### config.mk
export PLATFORM = sky130hd
export DESIGN_NAME = taxi_eth_phy_10g_rx_block_lock
export DESIGN_NICKNAME = d
export VERILOG_FILES = /design/src/rtl/taxi_eth_phy_10g_rx_block_lock.sv
export SDC_FILE = /design/constraint.sdc
export NUM_CORES = 1
export LEC_CHECK = 0
export ABC_AREA = 1
export BUFFER_PORTS_ARGS = -buffer_cell sky130_fd_sc_hd__buf_4
export CORE_MARGIN = 10
export CORE_UTILIZATION = 55
export CTS_CLUSTER_DIAMETER = 120
export DETAILED_ROUTE_END_ITERATION = 10
export GPL_TIMING_DRIVEN = 0
export PLACE_DENSITY_LB_ADDON = 0.05
export SLEW_MARGIN = 10
export SYNTH_ARGS = -nofsm -noshare
export SYNTH_HDL_FRONTEND = slang
export SYNTH_SLANG_ARGS = --single-unit
### constraint.sdc
create_clock -name clk -period 6.4 [get_ports clk]
set_clock_uncertainty 0.05 [all_clocks]
set_input_delay 1.6 -clock clk [delete_from_list [all_inputs] [get_ports clk]]
set_output_delay 1.6 -clock clk [all_outputs]
set_load 0.01 [all_outputs]
### src/rtl/taxi_eth_phy_10g_rx_block_lock.sv
// 10GBASE-R receive block-lock FSM: hunts for sync-header alignment by requesting
// gearbox bitslips, declares lock after 64 good headers, drops it on 16 bad in a window.
//
// state     | meaning
// ----------+-------------------------------------------------------------
// UNLOCKED  | hunting: counting consecutive valid headers toward 64
// LOCKED    | aligned: counting bad headers per 64-header window
// SLIP      | bitslip request held high to the gearbox
// SLIP_WAIT | bitslip low, headers ignored while the gearbox settles
module taxi_eth_phy_10g_rx_block_lock #(
    parameter int HDR_W               = 2,
    parameter int BITSLIP_HIGH_CYCLES = 1,
    parameter int BITSLIP_LOW_CYCLES  = 8
) (
    input  logic             clk,
    input  logic             rst_n,
    input  logic [HDR_W-1:0] serdes_rx_hdr,
    input  logic             serdes_rx_hdr_valid,
    input  logic             serdes_rx_reset_req,
    output logic             serdes_rx_bitslip,
    output logic             rx_block_lock,
    output logic             rx_lock_loss,
    output logic [7:0]       rx_slip_count
);

    if (HDR_W != 2) begin : g_bad_hdr_w
        $fatal(1, "taxi_eth_phy_10g_rx_block_lock: HDR_W must be 2");
    end
    if (BITSLIP_HIGH_CYCLES < 1) begin : g_bad_high
        $fatal(1, "taxi_eth_phy_10g_rx_block_lock: BITSLIP_HIGH_CYCLES must be >= 1");
    end
    if (BITSLIP_LOW_CYCLES < 0) begin : g_bad_low
        $fatal(1, "taxi_eth_phy_10g_rx_block_lock: BITSLIP_LOW_CYCLES must be >= 0");
    end

    // One down-counter serves both slip phases; it is loaded with (cycles - 1).
    localparam int TMR_MAX = (BITSLIP_HIGH_CYCLES > BITSLIP_LOW_CYCLES) ?
                             BITSLIP_HIGH_CYCLES : BITSLIP_LOW_CYCLES;
    localparam int TMR_W   = (TMR_MAX > 1) ? $clog2(TMR_MAX) : 1;
    localparam logic [TMR_W-1:0] TMR_HIGH = TMR_W'(BITSLIP_HIGH_CYCLES - 1);
    localparam logic [TMR_W-1:0] TMR_LOW  = TMR_W'((BITSLIP_LOW_CYCLES > 0) ? BITSLIP_LOW_CYCLES - 1 : 0);

    typedef enum logic [1:0] {
        ST_UNLOCKED  = 2'd0,
        ST_LOCKED    = 2'd1,
        ST_SLIP      = 2'd2,
        ST_SLIP_WAIT = 2'd3
    } state_t;

    state_t           state_q, state_d;
    logic [6:0]       sh_cnt_q, sh_cnt_d;
    logic [4:0]       sh_invld_cnt_q, sh_invld_cnt_d;
    logic [TMR_W-1:0] tmr_q, tmr_d;
    logic             bitslip_q, bitslip_d;
    logic             lock_q, lock_d;
    logic             loss_q, loss_d;
    logic [7:0]       slip_cnt_q, slip_cnt_d;

    logic             hdr_bad;
    logic [6:0]       sh_cnt_inc;
    logic [4:0]       sh_invld_inc;
    logic             start_slip;

    assign hdr_bad      = (serdes_rx_hdr == '0) || (serdes_rx_hdr == '1);
    assign sh_cnt_inc   = sh_cnt_q + 7'd1;
    assign sh_invld_inc = sh_invld_cnt_q + 5'(hdr_bad);

    always_ff @(posedge clk or negedge rst_n) begin
        if (!rst_n) begin
            state_q        <= ST_UNLOCKED;
            sh_cnt_q       <= '0;
            sh_invld_cnt_q <= '0;
            tmr_q          <= '0;
            bitslip_q      <= 1'b0;
            lock_q         <= 1'b0;
            loss_q         <= 1'b0;
            slip_cnt_q     <= '0;
        end else begin
            state_q        <= state_d;
            sh_cnt_q       <= sh_cnt_d;
            sh_invld_cnt_q <= sh_invld_cnt_d;
            tmr_q          <= tmr_d;
            bitslip_q      <= bitslip_d;
            lock_q         <= lock_d;
            loss_q         <= loss_d;
            slip_cnt_q     <= slip_cnt_d;
        end
    end

    always_comb begin
        state_d        = state_q;
        sh_cnt_d       = sh_cnt_q;
        sh_invld_cnt_d = sh_invld_cnt_q;
        tmr_d          = tmr_q;
        bitslip_d      = bitslip_q;
        lock_d         = lock_q;
        loss_d         = 1'b0;
        slip_cnt_d     = slip_cnt_q;
        start_slip     = 1'b0;

        if (serdes_rx_reset_req) begin
            // Forced relock overrides whatever header arrives this cycle.
            state_d        = ST_UNLOCKED;
            sh_cnt_d       = '0;
            sh_invld_cnt_d = '0;
            tmr_d          = '0;
            bitslip_d      = 1'b0;
            lock_d         = 1'b0;
            loss_d         = lock_q;
        end else begin
            case (state_q)
                ST_UNLOCKED: begin
                    if (serdes_rx_hdr_valid) begin
                        if (hdr_bad) begin
                            start_slip = 1'b1;
                        end else if (sh_cnt_inc == 7'd64) begin
                            state_d        = ST_LOCKED;
                            lock_d         = 1'b1;
                            sh_cnt_d       = '0;
                            sh_invld_cnt_d = '0;
                        end else begin
                            sh_cnt_d = sh_cnt_inc;
                        end
                    end
                end
                ST_LOCKED: begin
                    if (serdes_rx_hdr_valid) begin
                        if (sh_invld_inc == 5'd16) begin
                            lock_d     = 1'b0;
                            loss_d     = 1'b1;
                            start_slip = 1'b1;
                        end else if (sh_cnt_inc == 7'd64) begin
                            sh_cnt_d       = '0;
                            sh_invld_cnt_d = '0;
                        end else begin
                            sh_cnt_d       = sh_cnt_inc;
                            sh_invld_cnt_d = sh_invld_inc;
                        end
                    end
                end
                ST_SLIP: begin
                    if (tmr_q == '0) begin
                        bitslip_d = 1'b0;
                        if (BITSLIP_LOW_CYCLES == 0) begin
                            state_d = ST_UNLOCKED;
                        end else begin
                            state_d = ST_SLIP_WAIT;
                            tmr_d   = TMR_LOW;
                        end
                    end else begin
                        tmr_d = tmr_q - 1'b1;
                    end
                end
                ST_SLIP_WAIT: begin
                    if (tmr_q == '0) begin
                        state_d        = ST_UNLOCKED;
                        sh_cnt_d       = '0;
                        sh_invld_cnt_d = '0;
                    end else begin
                        tmr_d = tmr_q - 1'b1;
                    end
                end
                default: begin
                    state_d = ST_UNLOCKED;
                end
            endcase

            if (start_slip) begin
                state_d        = ST_SLIP;
                bitslip_d      = 1'b1;
                tmr_d          = TMR_HIGH;
                sh_cnt_d       = '0;
                sh_invld_cnt_d = '0;
                if (slip_cnt_q != 8'hFF) begin
                    slip_cnt_d = slip_cnt_q + 8'd1;
                end
            end
        end
    end

    assign serdes_rx_bitslip = bitslip_q;
    assign rx_block_lock     = lock_q;
    assign rx_lock_loss      = loss_q;
    assign rx_slip_count     = slip_cnt_q;

endmodule

==> flow_summary.ini <==
[sta]
hold_violations = 0
final.setup.tns_ns = 0
period_needed_ns = 3.522
tightest_slew_ns = 0.6081
fmax_mhz = 283.9
whs_ns = 0.4524
setup_viol = 0
fin_crit_sh_pct = 55.03
grt_setup_unrepaired = no
report.final.slew_viol_count = 0
max_slew_margin_pct = 59.33

[critical_path]
max_stage_delay_ns = 0.29
cp_data_required_time_ns = 6.59
cpMostUsedCell = nand2_1
startpoint_type = input pin
cp_num_buf_inv = 2
critPathMaxFanout = 10
crit_path_top_delay_cell = xnor2_1
crit_chain = buf_4, xnor2_1, ha_1, ha_1, nor2_1, nand3_2, nor2_2, nand3_4, nand4_2, nand3_4, clkinv_2, nand2_1, nand2_1, nand2_1
cp_top_family = simple AND/OR/NAND/NOR gates
path_class = input pin to flop
crit_path_end_kind = flop
critPathArrivalTime_ns = 3.71

[global_route]
grtUsageTotal_pct = 12.15
grt_pass1_wl_um = 6375
first_global_vias = 1455
grt_antenna_before_repair = 0
grt_start_max_net_pins = 29
grt-ovfl-total = 0

[yosys]
yosysSeqAreaShare_pct = 37.89
avgSynthCellArea_um2 = 7.937
synth_cell_types = 26
syn_nets = 250
synth.area.top_cells = dfrtp_1 38%, nand2_1 13%, ha_1 7.4%
yosysTopAreaCellShare_pct = 37.89
yosys_warnings = 0
synthesis.instances = 233
syn_area_um2 = 1849
synth_seq_cells = 28
synth_area_leader_cell = dfrtp_1

[drt]
routed_wl_um = 3374
met1_length_um = 1765
wl_met2_um = 1475
via_count = 1482
post_drt_wl_per_cell_um = 11.44
ant_nets = 0
route.met3.wl_um = 96
highest_layer = met4
drc = 0
first_pass_iters = 4
drt-initial-drc-count = 55
vias_per_cell = 5.024

[place]
placed_area_um2 = 2017
port_buffers = 15
place_hpwl_um = 2582
gp_congestion = 0.8415

[die]
dieArea_um2 = 6082
fp.dieH_um = 77.99
core_area_um2 = 3128
floorplan.rows = 20
io-pin-count = 17
die_w_um = 77.99
start_util_pct = 59.12

[layout]
final_area_um2 = 2039
nets = 270
most-common-layout-cells = 65 x nand2_1, 29 x inv_1, 28 x dfrtp_1, 18 x nand3_1, 17 x nor2_1
drive_above_1_share_pct = 17.53
antenna_cells = 0
final_common_cell = nand2_1
area_growth_pct = 10.28

[power]
p_leak_nw = 1.053
power.density_nw_per_um2 = 321.6
fin_total_pwr_mw = 0.6559
irDropWorstVdd_mv = 0.1845

[run]
maxCapViolations = 0

[clocking]
cts.path.max_buffers = 2
cts-hold-fix-buffers = 0
cts_max_level = 1
clk_latency_ns = 0.33
post_cts_resized = 0
clkSlewWorstSetupHoldPaths_ns = 0.14
cts_tree = yes
post-cts-setup-buffers = 0
clock-sinks = 28
cts_root_buffer = clkbuf_4
cts_inserted_buffers = 3

[outcome]
status = complete, no violations

[min_path]
hold_path_class = flop to flop
[worst paths after layout]
path | from | end | slack (ns) | cells after the start
worst max-delay path | serdes_rx_hdr[1] | sh_invld_cnt_q[0]$_DFFE_PN0P_ | 2.88 | 14
max in group asynchronous | rst_n | rx_slip_count[6]$_DFFE_PN0P_ | 4.94 | 1
worst min register to register | rx_slip_count[4]$_DFFE_PN0P_ | rx_slip_count[4]$_DFFE_PN0P_ | 0.45 | 1
min in group asynchronous | rst_n | rx_lock_loss$_DFF_PN0_ | 1.10 | 1
worst min-delay path | rx_slip_count[4]$_DFFE_PN0P_ | rx_slip_count[4]$_DFFE_PN0P_ | 0.45 | 1
worst max register to register | sh_invld_cnt_q[0]$_DFFE_PN0P_ | sh_invld_cnt_q[0]$_DFFE_PN0P_ | 4.14 | 12
[power by group]
group	switching (mW)	internal [mW]	total, mW
clock network	0.0512	0.0222	0.0734
registers	0.0385	0.216	0.254
logic	0.203	0.125	0.328
[sequential cells by signal (all words and copies together), names as in the netlist]
signal             cells
tmr_q                  3
sh_invld_cnt_q         5
rx_lock_loss           1
state_q                2
serdes_rx_bitslip      1
rx_block_lock          1
sh_cnt_q               7
rx_slip_count          8
[routing by layer]
metal	global-route usage, %	vias to the layer above
met5	0	-
met4	3.584	0
li1	-	785
met2	18.99	13
met1	16.52	680
met3	2.419	4
[cells in the mapped netlist (all sizes together)]
cell type  number
xor2            2
nand3          24
dfrtp          28
clkinv          1
ha             11
inv            30
o21ai          16
nor3b           1
nand2          71
a21boi          1
nor2           24
buf             1
o32ai           1
a21oi           4
nand4           8
xnor2           9
nand3b          1
[layout make-up]
type,instances,area (µm²)
inverter,31,117.6
multi-input combinational,173,1026
timing repair buffer,15,112.6
buffer,1,5.005
tap,44,55.05
fill,268,1089
sequential,28,700.7
clock buffer,3,22.52
[cell families after synthesis]
kind of cell             share of synthesized area [%]
AO/OA/AOI/OAI                                    6.293
XOR/XNOR                                         6.428
adder cells (fa/ha/maj)                          7.442
buffers and inverters                            6.630
flip-flops                                       37.89
AND/OR/NAND/NOR                                  35.32
[stage by stage]
step,instances,util [%],setup slack [ns]
after floorplan,233,-,2.896
after global placement,292,64.48,2.542
after detailed placement,292,64.48,2.509
after CTS,295,65.20,2.860
after global routing,295,65.20,2.653
final,295,65.20,2.878
(Power assumes the default switching activity.)
